--- src/rtl/trigger_clk_phase_ctrl_pkg.sv ---
// trigger_clk_phase_ctrl_pkg: shared state encoding and defaults for the trigger-clock phase sequencer
package trigger_clk_phase_ctrl_pkg;
  typedef enum logic [2:0] {
    WAIT_LOCK = 3'd0,
    IDLE      = 3'd1,
    STEP      = 3'd2,
    WAIT_DONE = 3'd3,
    ERROR     = 3'd4
  } state_t;
  localparam int DEFAULT_TIMEOUT = 255;
endpackage

--- src/rtl/trigger_clk_phase_ctrl_sync.sv ---
// trigger_clk_phase_ctrl_sync: two-flop synchronizer cell
module trigger_clk_phase_ctrl_sync (
  input  logic clk,
  input  logic rst,
  input  logic d,
  output logic q
);
  logic meta;
  always_ff @(posedge clk)
    if (rst) {meta, q} <= 2'b00;
    else     {meta, q} <= {d, meta};
endmodule

--- src/rtl/trigger_clk_phase_ctrl.sv ---
// trigger_clk_phase_ctrl: steps the trigger-clock MMCM phase one PSEN at a time toward a signed target
module trigger_clk_phase_ctrl
  import trigger_clk_phase_ctrl_pkg::*;
#(
  parameter int pPHASE_WIDTH = 16,
  parameter int pTIMEOUT     = DEFAULT_TIMEOUT
) (
  input  logic                    usb_clk,
  input  logic                    reset_i,
  input  logic [pPHASE_WIDTH-1:0] I_target_phase,
  input  logic                    I_go,
  input  logic                    I_clear_errors,
  input  logic                    trigger_clk_locked,
  input  logic                    trigger_clk_psdone,
  output logic                    trigger_clk_psen,
  output logic                    trigger_clk_psincdec,
  output logic [pPHASE_WIDTH-1:0] O_current_phase,
  output logic                    O_busy,
  output logic                    O_done,
  output logic                    O_timeout_error,
  output logic                    O_unlock_seen
);
  localparam int CW = $clog2(pTIMEOUT + 1);
  localparam logic signed [pPHASE_WIDTH-1:0] PMAX = {1'b0, {(pPHASE_WIDTH-1){1'b1}}};
  localparam logic signed [pPHASE_WIDTH-1:0] PMIN = {1'b1, {(pPHASE_WIDTH-1){1'b0}}};
  localparam logic signed [pPHASE_WIDTH-1:0] ONE  = {{(pPHASE_WIDTH-1){1'b0}}, 1'b1};
  state_t state, state_nx;
  logic signed [pPHASE_WIDTH-1:0] tgt, cur, tgt_nx, cur_nx, go_tgt;
  logic [CW-1:0] cnt;
  logic lock_s, lost, done_nx, tmo_nx;
  trigger_clk_phase_ctrl_sync u_lock_sync (
    .clk(usb_clk),
    .rst(reset_i),
    .d  (trigger_clk_locked),
    .q  (lock_s)
  );
  assign go_tgt          = $signed(I_target_phase) == PMIN ? PMIN + ONE : $signed(I_target_phase);
  assign lost            = !lock_s && state != WAIT_LOCK;
  assign O_current_phase = cur;
  assign O_busy          = !(state inside {IDLE, ERROR, WAIT_LOCK}) || tgt != cur;
  always_comb begin
    tgt_nx   = I_go ? go_tgt : tgt;
    cur_nx   = cur;
    state_nx = state;
    done_nx  = 1'b0;
    tmo_nx   = 1'b0;
    if (lost) begin
      state_nx = WAIT_LOCK;
      cur_nx   = '0;
    end else begin
      case (state)
        WAIT_LOCK: state_nx = lock_s ? IDLE : WAIT_LOCK;
        IDLE: begin
          state_nx = tgt != cur ? STEP : IDLE;
          done_nx  = tgt == cur && I_go && go_tgt == cur;
        end
        STEP: state_nx = WAIT_DONE;
        WAIT_DONE:
          if (trigger_clk_psdone) begin
            cur_nx   = trigger_clk_psincdec ? (cur == PMAX ? cur : cur + ONE)
                                            : (cur == PMIN ? cur : cur - ONE);
            done_nx  = cur_nx == tgt;
            state_nx = done_nx ? IDLE : STEP;
          end else if (cnt == '0) begin
            tmo_nx   = 1'b1;
            state_nx = ERROR;
          end
        ERROR:   state_nx = I_clear_errors || I_go ? IDLE : ERROR;
        default: state_nx = WAIT_LOCK;
      endcase
    end
  end
  always_ff @(posedge usb_clk) begin
    if (reset_i) begin
      state                <= WAIT_LOCK;
      tgt                  <= '0;
      cur                  <= '0;
      cnt                  <= '0;
      trigger_clk_psen     <= 1'b0;
      trigger_clk_psincdec <= 1'b0;
      O_done               <= 1'b0;
      O_timeout_error      <= 1'b0;
      O_unlock_seen        <= 1'b0;
    end else begin
      state            <= state_nx;
      tgt              <= tgt_nx;
      cur              <= cur_nx;
      cnt              <= state == STEP ? CW'(pTIMEOUT) :
                          state == WAIT_DONE && cnt != '0 ? cnt - 1'b1 : cnt;
      trigger_clk_psen <= state_nx == STEP;
      if (state_nx == STEP) trigger_clk_psincdec <= tgt > cur_nx;
      O_done           <= done_nx;
      O_timeout_error  <= tmo_nx || (O_timeout_error && !I_clear_errors);
      O_unlock_seen    <= lost || (O_unlock_seen && !I_clear_errors);
    end
  end
endmodule

--- config.mk ---
export PLATFORM = sky130hd
export DESIGN_NAME = trigger_clk_phase_ctrl
export DESIGN_NICKNAME = d
export VERILOG_FILES = /design/src/rtl/trigger_clk_phase_ctrl_pkg.sv /design/src/rtl/trigger_clk_phase_ctrl_sync.sv /design/src/rtl/trigger_clk_phase_ctrl.sv
export SDC_FILE = /design/constraint.sdc
export NUM_CORES = 1
export LEC_CHECK = 0
export ABC_AREA = 1
export CAP_MARGIN = 20
export CORE_MARGIN = 2
export CORE_UTILIZATION = 45
export DETAILED_ROUTE_END_ITERATION = 7
export PLACE_DENSITY = 0.72
export SYNTH_ARGS = -nofsm -noshare
export SYNTH_HDL_FRONTEND = slang
export SYNTH_SLANG_ARGS = --single-unit
--- constraint.sdc ---
create_clock -name usb_clk -period 3.36 [get_ports usb_clk]
set_input_delay 1.008 -clock usb_clk [delete_from_list [all_inputs] [get_ports usb_clk]]
set_output_delay 1.008 -clock usb_clk [all_outputs]
set_load 0.02 [all_outputs]
==> run summary <==
final setup fails: 0
die width: 106 µm
Mapped Nets: 795
CP Class: register to output port
largest net degree at the start of global routing: 35
critical path's slowest cell: xnor2_1
Post-Place Cells: 976
CP peak stage delay: 0.40 ns
Cell Area, Synth: 4670 µm²
P&R area growth vs syn: 28.0%
gr usage total: 31.1%
Layout Utilization: 58.6%
critical path startpoint category: register
drt first pass iters: 5
critical path required time: 2.35 ns
clock tree sinks: 50
Worst Hold Class: register to register
Nets: 901
max-slew violations: 0
root buffer cell: clkbuf_8
Synth Warn #: 0
Yosys cell types: 46
flops & latches, synth: 50
crit end category: output port
Arrival @ worst endpoint: 2.17 ns
Final period util: 94.6%
Max IR drop VDD: 251 µV
Starting Density: 45.8%
gpl congestion: 1.00
clk_skew: 0.00811 ns
synthesized area per cell: 6.20 µm²
outcome: completed
layout cells sized above 1: 20.6%
worst-skew pair later-pin latency: 0.31 ns
leading post-synthesis cells by cell area: dfxtp_1, nand2_1, nand3_1
busiest grt layer: met2
Leak: 2.79 nW
chip height: 106 µm
met2 GRT Util: 50.2%
drt drc: 0
Die ar.: 11200 µm²
Placeable Area: 10200 µm²
sequential share of the synthesized area: 21.5%
Post-Synthesis Cells: 752
wire per inst: 17.3 µm
Buf/Inv on CP: 2
max_slew headroom: 56.3%
CP max FO: 6
CTS tree: built
post-DR vias/cell: 5.56
min Tclk post-route: 3.18 ns
routing usage on met3: 2.41%
top cell type's share of synthesized area: 21.5%
I/O Pins: 44
CTS clk-pin slew, worst paths: 0.10 ns
pwr dens: 279 nW/µm²
vias in the first global route: 5063
final worst slack: 0.180 ns
Crit path max-delay family: buffers and inverters
clk buf depth: 2
Post-Layout Inst Area: 5970 µm²
GRT overflow: 0
GRT met1 Usage: 43.8%
pre-CTS setup slack: -0.354 ns
worst-margin pin slew: 0.655 ns
final hold vios: 0
DP Wirelength: 14000 µm
max_cap viols: 0
H-tree levels: 2
Site Rows: 37
initial drt markers: 478
WL final: 17200 µm
global-route wire length before repair: 27100 µm
final std cells w/o fill: 995
Port Buffers: 43
dpl cell area: 5660 µm²
hold bufs inserted after CTS: 0
TritonCTS Buffers: 5
Via Count: 5528
post-route antenna net violation count: 0
Synth area leader: dfxtp_1
worst-path cell chain: xnor2_1 -> nand2_1 -> nor3_1 -> buf_4 -> and2_1 -> o21ai_0 -> dlygate4sd2_1
antenna violations before repair: 0
number of diodes: 0
Max Fclk: 0.314 GHz
-- power by group --
group,switching (mW),internal [mW]
clock network,0.214,0.224
registers,0.0340,0.625
logic,0.351,0.221
-- synthesized netlist by cell type (all sizes together) --
cell type / number
o221a: 1
clkinv: 1
or2: 1
a211oi: 5
a311oi: 1
o21ai: 27
nor3: 12
o221ai: 1
nand3b: 9
o211ai: 14
dfxtp: 50
nor2: 109
nor4: 5
o2111ai: 2
clkbuf: 11
a221oi: 2
o21bai: 2
xnor2: 13
o22ai: 2
a22o: 1
a2111oi: 1
inv: 80
nand2: 214
xor2: 18
and2: 2
nand4: 15
buf: 20
a221o: 1
ha: 21
a21oi: 31
nand3: 79
a31oi: 1
-- final timing paths --
path / from / endpoint / slack [ns] / cells past startpoint
min: u_lock_sync.meta / u_lock_sync.q / 0.43 / 2
min reg2reg: u_lock_sync.meta / u_lock_sync.q / 0.43 / 2
max: O_current_phase[5] / O_busy / 0.18 / 7
max reg2reg: O_current_phase[0] / trigger_clk_psincdec / 0.18 / 21
-- registers in the layout (all words and copies together), names as in the netlist --
signal,count
O_current_phase,16
tgt,16
cnt,8
state,3
O_done,1
O_timeout_error,1
O_unlock_seen,1
trigger_clk_psen,1
trigger_clk_psincdec,1
u_lock_sync.meta,1
u_lock_sync.q,1
-- worst register-to-register path, cell delays in order, from the launching register on --
cell      delay (ns)
dfxtp_4         0.40
ha_1            0.20
inv_2           0.06
nor2_4          0.20
nand2_2         0.11
inv_2           0.09
nand3_4         0.12
nand3_1         0.14
nand2_1         0.10
nand2_1         0.08
o211ai_1        0.13
ha_1            0.37
a21oi_1         0.17
nor2_1          0.06
a211oi_2        0.19
o221a_2         0.23
nand2_1         0.06
xnor2_1         0.14
nand2_1         0.07
nand3_1         0.08
nand2_1         0.05
nor2_1          0.09
-- per-layer routing --
layer  part of all wire, %  vias up
met1                    44     2546
met5                     0        -
li1                      -     2676
met2                    45      266
met3                   7.8       40
met4                   3.1        0
-- logic make-up (layout without fill, tap and decap cells) --
| kind of cell | count (synthesis) | in the layout | share of synthesized area, % |
|---|---|---|---|
| AOI/OAI and AO/OA | 92 | 92 | 12.1 |
| xor gates and xnor gates | 31 | 31 | 5.82 |
| adders and majority gates | 21 | 21 | 5.63 |
| buffers and inverters | 112 | 219 | 10.7 |
| DFF | 50 | 50 | 21.5 |
| and+or+nand+nor | 446 | 446 | 44.3 |
-- layout make-up --
type	instances	area [µm²]
multi-input combinational	590	3240
clock buffer	5	68.8
tap	136	170
inverter	81	307
sequential	50	1020
clock inverter	3	43.8
fill	1031	4210
timing repair buffer	130	1120
-- through the flow --
stage	power [mW]	setup TNS, ns	hold WS, ns
after floorplan	1.02	0	0.388
after global placement	1.20	-0.201	0.398
after detailed placement	1.21	-0.354	0.423
after CTS	1.65	0	0.437
after global routing	1.77	-0.0962	0.449
final	1.67	0	0.430
-- timing repair --
item                                    CTS  global route
endpoints found under the setup margin    2             1
pin swaps                                 2            12
setup buffers                             0            11
resized for setup                         6            32
-- placed cells by master, fill, tap and decap left out, types with 5 or more instances in the layout --
master,count
a21oi_1,29
buf_4,83
clkbuf_8,5
clkdlybuf4s50_1,41
dfxtp_1,38
dfxtp_2,10
ha_1,20
inv_1,69
inv_2,10
nand2_1,199
nand2_2,13
nand3_1,73
nand3b_1,9
nand4_1,14
nor2_1,84
nor2_2,13
nor2_4,12
nor3_1,9
nor4_1,5
o211ai_1,14
o21ai_0,24
xnor2_1,12
xor2_1,18
No activity file was read; power rests on OpenSTA's default activity.
